[config.mk]
export PLATFORM = sky130hd
export DESIGN_NAME = logo_motion_ctrl
export DESIGN_NICKNAME = d
export VERILOG_FILES = /design/src/rtl/logo_motion_ctrl.sv
export SDC_FILE = /design/constraint.sdc
export NUM_CORES = 1
export LEC_CHECK = 0
export CORE_MARGIN = 2
export CORE_UTILIZATION = 55
export CTS_CLUSTER_DIAMETER = 120
export CTS_CLUSTER_SIZE = 8
export DETAILED_ROUTE_END_ITERATION = 10
export PLACE_DENSITY = 0.74
export SETUP_SLACK_MARGIN = 0.05
export SLEW_MARGIN = 30
export SYNTH_ARGS = -nofsm -noshare
export SYNTH_HDL_FRONTEND = slang
export SYNTH_SLANG_ARGS = --single-unit
[constraint.sdc]
create_clock -name clk -period 5.4 [get_ports clk]
set_clock_uncertainty 0.05 [all_clocks]
set_input_delay 1.08 -clock clk [delete_from_list [all_inputs] [get_ports clk]]
set_output_delay 1.08 -clock clk [all_outputs]
set_load 0.01 [all_outputs]
[src/rtl/logo_motion_ctrl.sv]
// Per-frame motion scheduler for the bouncing logo: X step, Y step, then commit.
// Optional button debounce enabled by defining LOGO_MOTION_DEBOUNCE_EN.
module logo_motion_ctrl #(
  parameter int unsigned H_ACTIVE = 640,
  parameter int unsigned V_ACTIVE = 480,
  parameter int unsigned LOGO_W   = 64,
  parameter int unsigned LOGO_H   = 32,
  parameter int unsigned VEL_INIT = 1,
  parameter int unsigned VEL_MAX  = 7,
  parameter int unsigned X_INIT   = 0,
  parameter int unsigned Y_INIT   = 0,
  parameter int unsigned DEB_BITS = 16
) (
  input  logic       clk,
  input  logic       clr,
  input  logic       frame_start,
  input  logic       inc_vel,
  input  logic       dec_vel,
  output logic [9:0] x_logo,
  output logic [9:0] y_logo,
  output logic [2:0] vel,
  output logic       pos_valid,
  output logic       bounce
);

  localparam int unsigned POS_W   = 10;
  localparam int unsigned VEL_W   = 3;
  localparam int unsigned ARITH_W = 11;
  localparam int unsigned XMAX    = H_ACTIVE - LOGO_W;
  localparam int unsigned YMAX    = V_ACTIVE - LOGO_H;

  localparam logic [1:0] S_IDLE   = 2'd0;
  localparam logic [1:0] S_MOVE_X = 2'd1;
  localparam logic [1:0] S_MOVE_Y = 2'd2;
  localparam logic [1:0] S_COMMIT = 2'd3;

  if (VEL_MAX > 7 || VEL_INIT > VEL_MAX || DEB_BITS == 0) begin : g_bad_params
    $error("logo_motion_ctrl: illegal parameter set");
  end

  logic [1:0]       state, state_nxt;
  logic [POS_W-1:0] xs, ys;
  logic             dx, dy, hit;
  logic [VEL_W-1:0] v_s;

  // Button synchronizers; bit [1] is the synchronized level
  logic [1:0] inc_sync, dec_sync;
  logic       inc_lvl, dec_lvl, inc_prev, dec_prev, inc_rise, dec_rise;

  always_ff @(posedge clk) begin
    if (clr) begin
      inc_sync <= '0;
      dec_sync <= '0;
    end else begin
      inc_sync <= {inc_sync[0], inc_vel};
      dec_sync <= {dec_sync[0], dec_vel};
    end
  end

`ifdef LOGO_MOTION_DEBOUNCE_EN
  // Level only follows the synchronized input after 2^DEB_BITS stable cycles
  logic [DEB_BITS-1:0] inc_cnt, dec_cnt;
  logic                inc_deb, dec_deb;

  always_ff @(posedge clk) begin
    if (clr) begin
      inc_cnt <= '0;
      dec_cnt <= '0;
      inc_deb <= 1'b0;
      dec_deb <= 1'b0;
    end else begin
      if (inc_sync[1] == inc_deb) begin
        inc_cnt <= '0;
      end else if (&inc_cnt) begin
        inc_deb <= inc_sync[1];
        inc_cnt <= '0;
      end else begin
        inc_cnt <= inc_cnt + DEB_BITS'(1);
      end
      if (dec_sync[1] == dec_deb) begin
        dec_cnt <= '0;
      end else if (&dec_cnt) begin
        dec_deb <= dec_sync[1];
        dec_cnt <= '0;
      end else begin
        dec_cnt <= dec_cnt + DEB_BITS'(1);
      end
    end
  end

  assign inc_lvl = inc_deb;
  assign dec_lvl = dec_deb;
`else
  assign inc_lvl = inc_sync[1];
  assign dec_lvl = dec_sync[1];
`endif

  assign inc_rise = inc_lvl & ~inc_prev;
  assign dec_rise = dec_lvl & ~dec_prev;

  // Saturating velocity; simultaneous edges cancel
  always_ff @(posedge clk) begin
    if (clr) begin
      inc_prev <= 1'b0;
      dec_prev <= 1'b0;
      vel      <= VEL_W'(VEL_INIT);
    end else begin
      inc_prev <= inc_lvl;
      dec_prev <= dec_lvl;
      if (inc_rise && !dec_rise && vel < VEL_W'(VEL_MAX)) begin
        vel <= vel + VEL_W'(1);
      end else if (dec_rise && !inc_rise && vel != '0) begin
        vel <= vel - VEL_W'(1);
      end
    end
  end

  always_ff @(posedge clk) begin
    if (clr) state <= S_IDLE;
    else     state <= state_nxt;
  end

  always_comb begin
    state_nxt = state;
    case (state)
      S_IDLE:   if (frame_start) state_nxt = S_MOVE_X;
      S_MOVE_X: state_nxt = S_MOVE_Y;
      S_MOVE_Y: state_nxt = S_COMMIT;
      S_COMMIT: state_nxt = S_IDLE;
      default:  state_nxt = S_IDLE;
    endcase
  end

  // One axis step, shared by MOVE_X (live vel) and MOVE_Y (snapshot v_s)
  logic [POS_W-1:0]   ax_pos, ax_lim, step_pos;
  logic [VEL_W-1:0]   ax_vel;
  logic [ARITH_W-1:0] sum;
  logic               ax_dir, step_dir, step_hit;

  always_comb begin
    ax_pos = xs;
    ax_dir = dx;
    ax_lim = POS_W'(XMAX);
    ax_vel = vel;
    if (state == S_MOVE_Y) begin
      ax_pos = ys;
      ax_dir = dy;
      ax_lim = POS_W'(YMAX);
      ax_vel = v_s;
    end
    sum      = ARITH_W'(ax_pos) + ARITH_W'(ax_vel);
    step_pos = ax_pos;
    step_dir = ax_dir;
    step_hit = 1'b0;
    if (!ax_dir) begin
      if (sum >= ARITH_W'(ax_lim)) begin
        step_pos = ax_lim;
        step_dir = 1'b1;
        step_hit = 1'b1;
      end else begin
        step_pos = POS_W'(sum);
      end
    end else begin
      if (ARITH_W'(ax_pos) <= ARITH_W'(ax_vel)) begin
        step_pos = '0;
        step_dir = 1'b0;
        step_hit = 1'b1;
      end else begin
        step_pos = ax_pos - POS_W'(ax_vel);
      end
    end
  end

  always_ff @(posedge clk) begin
    if (clr) begin
      xs        <= POS_W'(X_INIT);
      ys        <= POS_W'(Y_INIT);
      dx        <= 1'b0;
      dy        <= 1'b0;
      hit       <= 1'b0;
      v_s       <= VEL_W'(VEL_INIT);
      x_logo    <= POS_W'(X_INIT);
      y_logo    <= POS_W'(Y_INIT);
      pos_valid <= 1'b1;
      bounce    <= 1'b0;
    end else begin
      pos_valid <= (state_nxt == S_IDLE);
      bounce    <= 1'b0;
      case (state)
        S_MOVE_X: begin
          v_s <= vel;
          xs  <= step_pos;
          dx  <= step_dir;
          hit <= hit | step_hit;
        end
        S_MOVE_Y: begin
          ys  <= step_pos;
          dy  <= step_dir;
          hit <= hit | step_hit;
        end
        S_COMMIT: begin
          x_logo <= xs;
          y_logo <= ys;
          bounce <= hit;
          hit    <= 1'b0;
        end
        default: ;
      endcase
    end
  end

endmodule

==> results of run 1 <==
## sequential cells by signal, indices dropped and copies added (netlist names)
name / count
y_logo: 10
bounce: 1
xs: 10
dec_prev: 1
dy: 1
inc_sync: 2
dec_sync: 2
inc_prev: 1
ys: 10
state: 2
vel: 3
x_logo: 10
dx: 1
v_s: 3
hit: 1
pos_valid: 1
## layer usage
metal / track usage / vias to the layer above
met4: 0.102 / 0
met5: 0 / -
met1: 0.333 / 1265
li1: - / 1316
met3: 0.0411 / 15
met2: 0.363 / 93
## report_power, final
part / internal (mW) / switching, mW / leakage, nW
sequential: 0.475 / 0.0521 / 0.480
combinational: 0.196 / 0.268 / 0.757
clock: 0.235 / 0.164 / 0.0995
total: 0.906 / 0.483 / 1.34
## critical path, stage by stage (launching register included)
cell and delay, ns:
dfxtp_1 0.34, inv_1 0.14, ha_1 0.19, buf_4 0.23
mux2_2 0.38, ha_1 0.47, a21oi_1 0.13, a21oi_1 0.27
nand3_1 0.13, xor2_1 0.18, ha_1 0.33, nand3b_1 0.13
a21oi_2 0.05, a311oi_2 0.28, nor3b_4 0.48, o2111ai_1 0.23
a311oi_1 0.30
## Yosys cell counts, types with 6 or more instances
master    number
a211oi_1       6
a21oi_1       11
a311oi_1      15
clkbuf_1      14
dfxtp_1       59
ha_1          14
inv_1         10
mux2_2         8
mux2i_1       30
nand2_1       15
nand3_1       10
nor2_1        55
nor2b_1       10
nor3_1         9
xnor2_1        7
xor2_1         7
## logic make-up after synthesis
group | count (synthesis)
AOI/OAI and AO/OA | 69
xor gates and xnor gates | 14
adders and majority gates | 17
buffers and inverters | 31
DFF | 59
muxes | 41
and+or+nand+nor | 122
## cell type report
| type | instances | share of cell area |
|---|---|---|
| clock buffer | 13 | 0.0419 |
| inverter | 10 | 0.00990 |
| multi-input combinational | 263 | 0.519 |
| clock inverter | 2 | 0.00924 |
| tap | 75 | 0.0248 |
| timing repair buffer | 33 | 0.0838 |
| sequential | 59 | 0.312 |
## per-stage QoR
stage / std cells / setup WS [ns] / utilization
after global routing: 455 / 0.672 / 0.648
after detailed placement: 440 / 1.03 / 0.614
after global placement: 440 / 1.20 / 0.614
after CTS: 455 / 1.02 / 0.647
final: 455 / 0.974 / 0.648
after floorplan: 353 / 1.23 / -
## worst max-delay path by stage
stage | endpoint | slack (ns) | cells past startpoint
after global routing | xs[5]$_SDFFE_PP0N_ | 0.67 | 16
final | ys[5]$_SDFFE_PP0N_ | 0.97 | 16
after global placement | ys[5]$_SDFFE_PP0N_ | 1.20 | 16
after floorplan | xs[5]$_SDFFE_PP0N_ | 1.23 | 19
after detailed placement | xs[5]$_SDFFE_PP0N_ | 1.03 | 16
after CTS | xs[5]$_SDFFE_PP0N_ | 1.02 | 16
==> impl_metrics.csv, run 1 <==
group,metric,value,unit
clocking,clk_pin_slew,0.07,ns
floorplan,die_area,6590,µm²
clocking,clockBufferDepth,2,
sta,period_needed,4.43,ns
flow_run,drv_cap,0,
worst_setup_path,r2r-start,"state[0]$_SDFF_PP0_",
clocking,htreeDepth,3,
sta,slew_viol_final,0,
synth,synth-seq-area-share,0.360,
cells_and_area,final_nets,398,
synth,syn_inst,353,
hold_path,hp-class,"reg -> reg",
synth,synth_top_family_by_area,"simple AND/OR/NAND/NOR gates",
route,wl_per_cell,15.9,µm
sta,rsz0062_at_grt,"no",
synth,synth_mux_area_frac,0.135,
synth,yosysTopAreaCell,"dfxtp_1",
cells_and_area,drive_above_1_share,0.116,
worst_setup_path,crit_arrival,4.62,ns
global_routing,grt_pass1_wl,12.0,mm
sta,fin_crit_sh,0.820,
worst_setup_path,reg2regPathDepth,16,
worst_setup_path,critPathCaptureType,"flip-flop",
cells_and_area,layout_commonest_cell,"dfxtp_1",
synth,synthFlopType,"dfxtp_1",
worst_setup_path,worstPathRequired,5.59,ns
route,antenna_left,0,
route,topRoutingLayerUsed,"met4",
synth,yosys.area_share.simple,0.187,
cells_and_area,area_delta_synth_final,15.6,%
hold_path,hold_end,"bounce$_SDFF_PP0_",
sta,finalHoldViolations,0,
synth,async_flop_share,0,
route,dr.pass1.iters,4,
route,routed_via_density,5.91,
sta,timing.setup.tns,0,ns
synth,synth-edff-count,0,
clocking,hold_buffers,0,
power_and_ir_drop,power.total,1.39,mW
global_routing,antenna_found_initial,0,
worst_setup_path,worstSetupStartpointType,"flip-flop",
cells_and_area,design_area,3790,µm²
route,drc_errors,0,
outcome,outcome,"completed",
synth,netlist-cell-type-count,61,
synth,synth-compound-area-share,0.168,
global_routing,grt_pass1_vias,2450,
synth,netlist_area,3280,µm²
floorplan,die_y,81.2,µm
worst_setup_path,timing.rr.end,"ys[5]$_SDFFE_PP0N_",
sta,finalSetupViolations,0,
synth,syn-num-nets,375,
sta,whs,0.392,ns
placed_design,hpwl,5.07,mm
placed_design,io_buffers,29,
placed_design,place_congestion,0.927,
route,drt_iter0_drc,176,
clocking,postCtsSetupRepairBufs,0,
worst_setup_path,critPathLaunch,"state[0]$_SDFF_PP0_",
synth,ys_top_cells_by_area,"dfxtp_1 (36%), mux2i_1 (9.2%), nor2_1 (6.3%)",
floorplan,core,5850,µm²
synth,yosysWarnings,0,
synth,ys_ff_latch,59,
sta,maxSlewHeadroom,0.523,
route,wl_met3,461,µm
clocking,cts_sinks,59,
clocking,root_buffer,"clkbuf_8",
floorplan,start_util,0.560,
clocking,cts_tree,"yes",
worst_setup_path,worstSetupPathType,"reg -> reg",
power_and_ir_drop,ir_drop,0.000216,V
floorplan,num_rows,28,
synth,synth_adder_area_share,0.0718,
route,vias,2689,
worst_setup_path,crit_fanout,14,
route,wl,7.26,mm
placed_design,placed_area,3590,µm²
sta,max_freq,226,MHz
route,wl_met2,3.20,mm
global_routing,grt_max_degree,62,
power_and_ir_drop,p_leak,1.34,nW
cells_and_area,layout.area.seq,1180,µm²
sta,worst_pin_slew,0.713,ns
cells_and_area,n_fill_cell,495,
cells_and_area,antenna_cells,0,
clocking,clock_latency,0.34,ns
synth,yosys.area.top_type_share,0.360,
power_and_ir_drop,power.density,367,nW/µm²
cells_and_area,mostFrequentLayoutCells,"dfxtp_1 (59), nor2_1 (55), mux2i_1 (30), clkdlybuf4s50_1 (28)",
floorplan,ioPinCount,30,
clocking,cts_resized,0,
global_routing,grt_usage,0.238,
hold_path,holdCritStartpoint,"hit$_SDFFE_PP0P_",
hold_path,whs_path_depth,2,
worst_setup_path,r2r_setup_slack,0.97,ns
route,met1Wirelength,3.47,mm
synth,synthXorXnorAreaFrac,0.0374,
cells_and_area,multiInputGateArea,1970,µm²
synth,avgSynthCellArea,9.29,µm²
floorplan,die_w,81.2,µm
global_routing,grt_overflow,0,
clocking,numCtsBuffers,9,
Power figures use the tool's default switching activity.
==> inputs of run 2 (changes only) <==
CORE_UTILIZATION = 52   (was 55)
PLACE_DENSITY = 0.73   (was 0.74)
clock period = 3.74 ns   (was 5.4 ns; I/O delays follow)
==> run 2 against run 1 <==
Power grew 51%. Die area grew 5.5%. Critical path depth is the same. Clock power grew 38%.
==> impl_metrics.csv, run 2 (same netlist as run 1, synthesis figures left out) <==
group,metric,value,unit
global_routing,grt_max_degree,62,
route,dr.pass1.iters,6,
global_routing,antenna_found_initial,0,
worst_setup_path,critPathCaptureType,"flip-flop",
floorplan,ioPinCount,30,
floorplan,num_rows,28,
sta,slew_viol_final,0,
placed_design,place_congestion,0.928,
power_and_ir_drop,p_int,1.34,mW
cells_and_area,n_fill_cell,484,
sta,fin_crit_sh,0.946,
flow_run,drv_cap,0,
worst_setup_path,crit_arrival,3.73,ns
cells_and_area,mostFrequentLayoutCells,"dfxtp_1 (57), nor2_1 (55), mux2i_1 (29), clkdlybuf4s50_1 (28)",
power_and_ir_drop,p_leak,1.41,nW
route,vias,2772,
power_and_ir_drop,clockPowerShare,0.261,
cells_and_area,design_area,4050,µm²
sta,worst_pin_slew,0.829,ns
worst_setup_path,worstPathRequired,3.93,ns
hold_path,hp-class,"reg -> reg",
route,wl,7.93,mm
cells_and_area,drive_above_1_share,0.202,
floorplan,start_util,0.547,
power_and_ir_drop,power.density,519,nW/µm²
global_routing,grt_pass1_wl,12.4,mm
cells_and_area,area_delta_synth_final,23.4,%
clocking,numCtsBuffers,9,
worst_setup_path,worstSetupPathType,"reg -> reg",
cells_and_area,final_util,0.675,
sta,rsz0062_at_grt,"no",
placed_design,pre_cts_ws,0.0278,ns
sta,period_needed,3.54,ns
route,antenna_left,0,
floorplan,die_area,6960,µm²
worst_setup_path,crit_fanout,9,
route,drc_errors,0,
placed_design,io_buffers,29,
worst_setup_path,worstSetupStartpointType,"flip-flop",
floorplan,die_y,83.4,µm
clocking,root_buffer,"clkbuf_8",
sta,setup_slack,0.200,ns
cells_and_area,final_nets,410,
sta,max_freq,283,MHz
clocking,clk_pin_slew,0.06,ns
placed_design,placed_area,3710,µm²
cells_and_area,layout_commonest_cell,"dfxtp_1",
outcome,outcome,"completed",
power_and_ir_drop,combPwrFrac,0.376,
clocking,cts_tree,"yes",
route,wl_per_cell,17.0,µm
route,drt_iter0_drc,144,
clocking,hold_buffers,0,
cells_and_area,final_cells,466,
sta,finalHoldViolations,0,
clocking,clock_latency,0.34,ns
sta,maxSlewHeadroom,0.445,
power_and_ir_drop,p_switching,0.759,mW
global_routing,grt_pass1_vias,2535,
route,routed_via_density,5.95,
clocking,cts_sinks,59,
clocking,clockBufferDepth,2,
placed_design,post-place-cells,448,
power_and_ir_drop,ir_drop,0.000258,V
placed_design,hpwl,5.30,mm
floorplan,die_w,83.4,µm
clocking,htreeDepth,3,
power_and_ir_drop,pwr-share-seq,0.363,
global_routing,grt_usage,0.221,
floorplan,core,5990,µm²
power_and_ir_drop,swShare,0.361,
sta,finalSetupViolations,0,
cells_and_area,antenna_cells,0,
global_routing,grt_overflow,0,
## run 2: per-stage QoR
stage                     hold WS [ns]  TNS (ns)  power, mW
after floorplan                  0.364    -0.205       1.30
after global placement           0.380         0       1.46
after detailed placement         0.370         0       1.48
after CTS                        0.395         0       2.04
after global routing             0.420         0       2.20
final                            0.394         0       2.10
## run 2: routing by layer
metal  global-route usage  routed length, µm  vias up
li1                     -                  -     1334
met1                0.311               3710     1285
met2                0.324               3480      125
met3               0.0417                503       28
met4                0.104                232        0
met5                    0                  0        -
## run 2: timing repair
item	in CTS	in global routing
pin swaps	2	9
setup endpoints to repair	14	23
cloned	0	1
gates resized for setup	5	13
buffers inserted	1	2
## run 2: final cells by class
| cell class | instances | area [µm²] | share of cell area |
|---|---|---|---|
| Timing Repair Buffer | 44 | 404 | 0.0999 |
| Inverter | 10 | 40.0 | 0.00990 |
| Tap cell | 75 | 93.8 | 0.0232 |
| Sequential cell | 59 | 1180 | 0.293 |
| Clock buffer | 11 | 141 | 0.0350 |
| Clock inverter | 3 | 40.0 | 0.00990 |
| Multi-Input combinational cell | 264 | 2140 | 0.530 |
## run 2: power by group through the flow
stage | registers (mW) | logic (mW) | clock network (mW)
after detailed placement | 0.770 | 0.709 | 0
final | 0.762 | 0.789 | 0.549
after global routing | 0.767 | 0.848 | 0.587
after global placement | 0.768 | 0.692 | 0
after floorplan | 0.750 | 0.555 | 0
after CTS | 0.758 | 0.722 | 0.559
## run 2: path summary, 6_finish.rpt
path                       start                  to  slack [ns]  cells past startpoint
max          state[0]$_SDFF_PP0_  xs[5]$_SDFFE_PP0N_        0.20                     16
min             hit$_SDFFE_PP0P_   bounce$_SDFF_PP0_        0.39                      2
max reg2reg  state[0]$_SDFF_PP0_  xs[5]$_SDFFE_PP0N_        0.20                     16
min reg2reg     hit$_SDFFE_PP0P_   bounce$_SDFF_PP0_        0.39                      2
## run 2: worst max-delay path: stages (launching register included)
cell,delay (ns)
dfxtp_2,0.38
inv_4,0.07
ha_4,0.18
mux2_4,0.35
ha_4,0.29
nand3_2,0.11
a21oi_4,0.21
nand3_2,0.12
xor2_2,0.20
ha_4,0.24
nand3b_1,0.11
a21oi_2,0.05
a311oi_2,0.25
nor3b_4,0.24
buf_6,0.17
o2111ai_2,0.14
a311oi_1,0.30
